`config.mk`:
```
export PLATFORM = sky130hd
export DESIGN_NAME = spike_aer_encoder
export DESIGN_NICKNAME = d
export VERILOG_FILES = /design/src/rtl/aer_pkg.sv /design/src/rtl/aer_event_fifo.sv /design/src/rtl/spike_aer_encoder.sv
export SDC_FILE = /design/constraint.sdc
export NUM_CORES = 1
export LEC_CHECK = 0
export ABC_AREA = 1
export CORE_ASPECT_RATIO = 1.25
export CORE_MARGIN = 5
export CORE_UTILIZATION = 55
export DETAILED_ROUTE_END_ITERATION = 10
export PLACE_DENSITY = 0.74
export SYNTH_ARGS = -nofsm -noshare
export SYNTH_HDL_FRONTEND = slang
export SYNTH_HIERARCHICAL = 1
export SYNTH_SLANG_ARGS = --single-unit
```
`constraint.sdc`:
```
create_clock -name clk -period 4.6 [get_ports clk]
set_input_delay 1.15 -clock clk [delete_from_list [all_inputs] [get_ports clk]]
set_output_delay 1.15 -clock clk [all_outputs]
set_load 0.005 [all_outputs]
```
`src/rtl/aer_pkg.sv`:
```
// Shared types and helpers for the spike address-event encoder.
package aer_pkg;

  // Upper bound on spike-vector width handled by the priority encoder.
  localparam int unsigned MaxNeurons = 64;

  // Address field width for a given neuron count (at least one bit).
  function automatic int unsigned addr_width(input int unsigned num_neurons);
    return (num_neurons > 1) ? $clog2(num_neurons) : 1;
  endfunction

  // Field widths of the default configuration.
  localparam int unsigned AddrWidth = addr_width(4);
  localparam int unsigned TsWidth   = 16;

  typedef struct packed {
    logic [AddrWidth-1:0] addr;
    logic [TsWidth-1:0]   ts;
  } aer_event_t;

  // Index of the lowest set bit; 0 when no bit is set.
  function automatic int unsigned lowest_set_index(input logic [MaxNeurons-1:0] vec);
    int unsigned idx;
    idx = 0;
    for (int i = MaxNeurons - 1; i >= 0; i--) begin
      if (vec[i]) idx = i;
    end
    return idx;
  endfunction

endpackage

```
`src/rtl/aer_event_fifo.sv`:
```
// Show-ahead synchronous FIFO; head data reads as zero while empty.
module aer_event_fifo #(
  parameter int unsigned Width = 18,
  parameter int unsigned Depth = 8,
  localparam int unsigned PtrW = $clog2(Depth),
  localparam int unsigned CntW = $clog2(Depth) + 1
) (
  input  logic             clk_i,
  input  logic             rst_ni,
  input  logic             push_i,
  input  logic [Width-1:0] wdata_i,
  input  logic             pop_i,
  output logic [Width-1:0] rdata_o,
  output logic             full_o,
  output logic             empty_o,
  output logic [CntW-1:0]  count_o
);

  logic [Width-1:0] mem_q [Depth];
  logic [PtrW-1:0]  wptr_q, wptr_d, rptr_q, rptr_d;
  logic [CntW-1:0]  count_q, count_d;
  logic             push_ok, pop_ok;

  // Push is refused when full even if a pop happens in the same cycle.
  always_comb begin
    full_o  = (count_q == CntW'(Depth));
    empty_o = (count_q == '0);
    push_ok = push_i & ~full_o;
    pop_ok  = pop_i & ~empty_o;
    wptr_d  = push_ok ? wptr_q + PtrW'(1) : wptr_q;
    rptr_d  = pop_ok ? rptr_q + PtrW'(1) : rptr_q;
    count_d = count_q;
    if (push_ok && !pop_ok) count_d = count_q + CntW'(1);
    else if (!push_ok && pop_ok) count_d = count_q - CntW'(1);
    rdata_o = empty_o ? '0 : mem_q[rptr_q];
    count_o = count_q;
  end

  // Pointer and occupancy state.
  always_ff @(posedge clk_i or negedge rst_ni) begin
    if (!rst_ni) begin
      wptr_q  <= '0;
      rptr_q  <= '0;
      count_q <= '0;
    end else begin
      wptr_q  <= wptr_d;
      rptr_q  <= rptr_d;
      count_q <= count_d;
    end
  end

  // Storage needs no reset; contents are masked while empty.
  always_ff @(posedge clk_i) begin
    if (push_ok) mem_q[wptr_q] <= wdata_i;
  end

endmodule

```
`src/rtl/spike_aer_encoder.sv`:
```
// Serialises parallel spike vectors into timestamped address events.
module spike_aer_encoder
  import aer_pkg::*;
#(
  parameter int unsigned NUM_NEURONS = 4,
  parameter int unsigned TS_WIDTH    = 16,
  parameter int unsigned FIFO_DEPTH  = 8,
  parameter int unsigned DROP_WIDTH  = 16,
  localparam int unsigned AddrW      = addr_width(NUM_NEURONS),
  localparam int unsigned CntW       = $clog2(FIFO_DEPTH) + 1
) (
  input  logic                   clk,
  input  logic                   rst_n,
  input  logic                   enable,
  input  logic [NUM_NEURONS-1:0] spikes_in,
  output logic                   evt_valid,
  input  logic                   evt_ready,
  output logic [AddrW-1:0]       evt_addr,
  output logic [TS_WIDTH-1:0]    evt_ts,
  output logic [CntW-1:0]        fifo_count,
  output logic                   overflow,
  input  logic                   clear_overflow,
  output logic [DROP_WIDTH-1:0]  drop_count
);

  typedef struct packed {
    logic [AddrW-1:0]    addr;
    logic [TS_WIDTH-1:0] ts;
  } event_t;

  logic [TS_WIDTH-1:0]    ts_q, ts_d, pend_ts_q, pend_ts_d;
  logic [NUM_NEURONS-1:0] pend_q, pend_d, pend_rest;
  logic                   overflow_q, overflow_d;
  logic [DROP_WIDTH-1:0]  drop_count_q, drop_count_d, drop_base;
  logic [MaxNeurons-1:0]  scan_vec;
  logic                   fifo_full, fifo_empty, push, free, drop;
  event_t                 wr_evt, rd_evt;

  // Scanner push, capture/drop decision and next-state of all local state.
  always_comb begin
    scan_vec                  = '0;
    scan_vec[NUM_NEURONS-1:0] = pend_q;
    wr_evt.addr = AddrW'(lowest_set_index(scan_vec));
    wr_evt.ts   = pend_ts_q;
    push        = (pend_q != '0) && !fifo_full;
    // Clearing the lowest set bit: empty afterwards means PEND was one-hot.
    pend_rest   = pend_q & (pend_q - NUM_NEURONS'(1));
    free        = (pend_q == '0) || (push && (pend_rest == '0));
    drop        = enable && (spikes_in != '0) && !free;

    ts_d      = enable ? ts_q + TS_WIDTH'(1) : ts_q;
    pend_d    = push ? pend_rest : pend_q;
    pend_ts_d = pend_ts_q;
    if (enable && (spikes_in != '0) && free) begin
      pend_d    = spikes_in;
      pend_ts_d = ts_q;
    end

    // A drop in the clearing cycle still registers as the first drop.
    drop_base    = clear_overflow ? '0 : drop_count_q;
    drop_count_d = drop_base;
    if (drop && !(&drop_base)) drop_count_d = drop_base + DROP_WIDTH'(1);
    overflow_d = drop ? 1'b1 : (clear_overflow ? 1'b0 : overflow_q);
  end

  // Timestamp, capture register and drop bookkeeping.
  always_ff @(posedge clk or negedge rst_n) begin
    if (!rst_n) begin
      ts_q         <= '0;
      pend_q       <= '0;
      pend_ts_q    <= '0;
      overflow_q   <= 1'b0;
      drop_count_q <= '0;
    end else begin
      ts_q         <= ts_d;
      pend_q       <= pend_d;
      pend_ts_q    <= pend_ts_d;
      overflow_q   <= overflow_d;
      drop_count_q <= drop_count_d;
    end
  end

  aer_event_fifo #(
    .Width ($bits(event_t)),
    .Depth (FIFO_DEPTH)
  ) u_fifo (
    .clk_i   (clk),
    .rst_ni  (rst_n),
    .push_i  (push),
    .wdata_i (wr_evt),
    .pop_i   (evt_ready),
    .rdata_o (rd_evt),
    .full_o  (fifo_full),
    .empty_o (fifo_empty),
    .count_o (fifo_count)
  );

  // Stream outputs straight from the FIFO head.
  always_comb begin
    evt_valid  = !fifo_empty;
    evt_addr   = rd_evt.addr;
    evt_ts     = rd_evt.ts;
    overflow   = overflow_q;
    drop_count = drop_count_q;
  end

endmodule
```
==> reports/qor.csv <==
stage;metric;value;unit
final_layout;synthesis-to-finish area growth;13.2;%
setup_path;CP required;3.45;ns
setup_path;Setup crit end;evt_ts[15];
floorplanning;I/O Pins;49;
routing;DR pass1 iterations;5;
power_and_ir_drop;leakage power;5.26;nW
setup_path;Worst R2R End;u_fifo/count_o[3];
synth;Mapped Cells;1087;
setup_path;CP startpoint kind;flip-flop;
global_routing;GRT Max-Usage Layer;met2;
synth;Synth Warn #;6;
power_and_ir_drop;Seq pwr share;40.1;%
routing;Post-DRT Antenna Nets;0;
sta;Final WS setup;0.952;ns
global_routing;total grt overflow;0;
global_routing;largest net degree at the start of global routing;74;
clock_network;Worst-path clk slew;0.06;ns
floorplanning;Die X;130;um
global_routing;met2 usage;34.5;%
floorplanning;Initial Util;56.1;%
routing;DRT Wirelength;20200;um
run_status;outcome;completed;
routing;DR vias;6984;
clock_network;hold buffer count at cts;0;
final_layout;Layout Nets;1153;
clock_network;buffer count from post-CTS setup fixing;0;
power_and_ir_drop;combinational share of power;37.9;%
power_and_ir_drop;Sw Share;36.8;%
floorplanning;Core ar.;17600;um2
setup_path;Worst Path Max Fanout;73;
final_layout;antenna cells;0;
worst_hold_path;worst min path class;flip-flop to flip-flop;
sta;hold slack;0.509;ns
sta;final setup TNS;0;ns
setup_path;critical path buffer and inverter count;2;
power_and_ir_drop;total internal power;0.00466;W
sta;min cycle time layout;3.65;ns
global_routing;GRT Overall Usage;20.1;%
sta;final-report hold violation count;0;
floorplanning;die footprint;20700;um2
global_routing;initial antenna violation count;0;
global_routing;met1 GRT Util;27.2;%
sta;Setup Viol. Count Final;0;
placement;DP HPWL;12200;um
floorplanning;row count;54;
clock_network;total CTS buffers;21;
clock_network;Clock Sinks;207;
flow_run;max_cap viols;0;
clock_network;CTS tree;built;
global_routing;number of global-route vias before repair;6850;
power_and_ir_drop;maximum vdd ir drop;514;uV
synth;Synth Register Bits;207;
setup_path;delay-heaviest family, CP;buffers and inverters;
synth;Seq/Total Area, Yosys;59.9;%
setup_path;WP depth;7;
setup_path;Worst Setup SP;u_fifo/rptr_q[0];
synth;Post-Syn Nets;1104;
setup_path;CP Class;flip-flop to output port;
clock_network;CTS root buffer;clkbuf_16;
clock_network;Worst-Skew Late Latency;0.50;ns
sta;Worst Skew;0.0193;ns
power_and_ir_drop;pwr dens;661;nW/um2
clock_network;post-CTS resize count;0;
sta;Worst-Margin Slew;0.874;ns
setup_path;Worst R2R Path Depth;16;
global_routing;first-pass GRT wire length;33700;um
sta;RSZ-0062 raised after global routing;no;
synth;post-synthesis cell area;9850;um2
sta;period utilisation layout;79.3;%
setup_path;reg2reg start;u_fifo/count_o[1];
global_routing;M3 GR Usage;2.48;%
synth;syn avg cell area;9.06;um2
placement;GPL Wtd Cong;0.836;
setup_path;Worst path max stage delay;0.62;ns
sta;Max Slew Vio Count;0;
floorplanning;Chip Height;160;um
synth;count of cell types in the netlist;32;
placement;DP Worst Slack;1.07;ns
clock_network;H-Tree Depth;1;
setup_path;Critical Path End Type;output port;
setup_path;Worst Path Arrival;2.50;ns
routing;DRC viols;0;
routing;Initial DRC Count;440;
power_and_ir_drop;Clock power frac;22.0;%
routing;Wirelength per Cell;14.7;um
setup_path;R2R Setup Slk;1.95;ns
routing;vias per cell;5.08;
sta;Slew HR;41.3;%
final_layout;share of layout cells above drive strength 1;6.86;%
power_and_ir_drop;Sw Pwr;0.00271;W
clock_network;Clock Tree Buf Depth;3;
setup_path;Critical Path, Cell by Cell;buf_4, nand2_1, nand3_1, nand2_1, nor2_1, nor2_1, clkdlybuf4s50_1;
sta;Max Fclk;274;MHz
final_layout;Filler cells;1420;
placement;port bufs;48;
setup_path;Worst path slowest cell;buf_4;
==> cell usage after synthesis <==
| master | number | area (um2) |
|---|---|---|
| nand4_1 | 16 | 100 |
| o21ai_1 | 17 | 85.1 |
| nor2_2 | 2 | 12.5 |
| inv_1 | 205 | 769 |
| edfxtp_1 | 144 | 4320 |
| buf_4 | 8 | 60.1 |
| nand3_1 | 117 | 586 |
| buf_2 | 20 | 100 |
| ha_1 | 7 | 87.6 |
| dfrtp_1 | 63 | 1580 |
| clkbuf_1 | 1 | 3.75 |
| a22oi_1 | 1 | 7.51 |
| xnor2_1 | 5 | 43.8 |
| o211ai_1 | 4 | 30.0 |
| nor3_1 | 5 | 25.0 |
| inv_2 | 2 | 7.51 |
| buf_6 | 7 | 78.8 |
| o21ai_0 | 8 | 40.0 |
| or2_1 | 1 | 6.26 |
| nor2_1 | 80 | 300 |
| a21oi_1 | 3 | 15.0 |
| o21ai_2 | 1 | 8.76 |
| or2_2 | 2 | 12.5 |
| nand3_2 | 3 | 30.0 |
| nand2_1 | 334 | 1250 |
| xor2_1 | 16 | 140 |
| nand2_4 | 1 | 11.3 |
| fa_1 | 1 | 20.0 |
| nand2_2 | 4 | 25.0 |
| nor4_1 | 1 | 6.26 |
| nor2_4 | 6 | 67.6 |
| inv_4 | 2 | 12.5 |
==> power by group through the flow <==
stage | clock, W | combinational, W | sequential, W
6_report | 0.00162 | 0.00279 | 0.00296
5_1_grt | 0.00172 | 0.00317 | 0.00302
4_1_cts | 0.00166 | 0.00283 | 0.00296
3_5_place_dp | 0 | 0.00281 | 0.00299
3_3_place_gp | 0 | 0.00274 | 0.00297
2_1_floorplan | 0 | 0.00189 | 0.00291
==> stage by stage <==
step / total power [W] / cells / utilization, % / instance area [um2]
final: 0.00737 / 1375 / 63.5 / 11200
after global routing: 0.00792 / 1375 / 63.5 / 11200
after CTS: 0.00745 / 1375 / 63.5 / 11200
after global placement: 0.00572 / 1337 / 59.7 / 10500
after floorplan: 0.00480 / 1087 / - / 9850
after detailed placement: 0.00580 / 1337 / 59.7 / 10500
==> cells in the final DEF, fill, tap and decap left out, types with 3 or more instances in the layout <==
cell type | synthesis | routed
o211ai_1 | 4 | 4
nand2_1 | 334 | 334
nand3_2 | 3 | 3
edfxtp_1 | 144 | 144
o21ai_0 | 8 | 8
xor2_1 | 16 | 16
o21ai_1 | 17 | 17
dfrtp_1 | 63 | 62
buf_4 | 8 | 14
nor3_1 | 5 | 5
clkinv_1 | 0 | 4
nand3_1 | 117 | 117
clkbuf_16 | 0 | 21
nor2_4 | 6 | 6
a21oi_1 | 3 | 3
xnor2_1 | 5 | 5
clkdlybuf4s50_1 | 0 | 47
nand4_1 | 16 | 16
ha_1 | 7 | 7
clkbuf_8 | 0 | 3
nand2_2 | 4 | 4
nor2_2 | 2 | 10
inv_1 | 205 | 205
clkinv_2 | 0 | 4
nor2_1 | 80 | 72
==> per-layer routing <==
layer / wire length (um) / vias to the layer above / part of all wire (%)
met5: 0 / - / 0
li1: - / 3505 / -
met3: 934 / 35 / 4.6
met4: 392 / 0 / 1.9
met2: 10400 / 144 / 51
met1: 8490 / 3300 / 42
==> worst reg2reg max path: stages (launching register included) <==
cell and delay [ns]:
dfrtp_1 0.44, nor2_1 0.16, nand3_1 0.12, inv_1 0.11, inv_1 0.08, nand2_1 0.16, inv_1 0.06, nand2_1 0.13
inv_1 0.11, ha_1 0.23, inv_1 0.13, ha_1 0.27, or2_2 0.31, nand2_1 0.07, nand2_1 0.05, nand3_1 0.06
nand2_1 0.06
==> registers in the layout (all words and copies together) (netlist names) <==
name,cells
ts_q,16
u_fifo/rptr_q,3
pend_q,4
overflow,1
u_fifo/wptr_q,3
u_fifo/count_o,4
drop_count,16
u_fifo/mem_q,144
pend_ts_q,16
==> area by class of cell <==
class,count,area [um2],area share (%)
multi-input combinational,635,2930,26.3
timing repair buffer,62,581,5.21
clock buffer,26,574,5.15
sequential,207,5900,52.9
inverter,209,790,7.08
tap,224,280,2.51
clock inverter,12,90.1,0.808
==> worst min path at each step <==
stage / from / end / slack (ns) / cells past startpoint
after detailed placement: ts_q[13] / ts_q[13] / 0.50 / 2
after global routing: ts_q[10] / ts_q[10] / 0.53 / 1
final: overflow / overflow / 0.51 / 2
after floorplan: ts_q[13] / ts_q[13] / 0.46 / 2
after global placement: ts_q[10] / ts_q[10] / 0.48 / 1
after CTS: ts_q[13] / ts_q[13] / 0.51 / 2
==> cells by family (layout without fill, tap and decap cells) <==
| group | after synthesis | in the layout | synth area share, % |
|---|---|---|---|
| AO/OA/AOI/OAI | 34 | 34 | 1.89 |
| AND/OR/NAND/NOR | 572 | 572 | 24.7 |
| adder cells (fa/ha/maj) | 8 | 8 | 1.09 |
| XOR/XNOR | 21 | 21 | 1.87 |
| buffers and inverters | 245 | 309 | 10.5 |
| flip-flops | 207 | 207 | 59.9 |
Note: power is estimated with default switching activity, not from simulation.
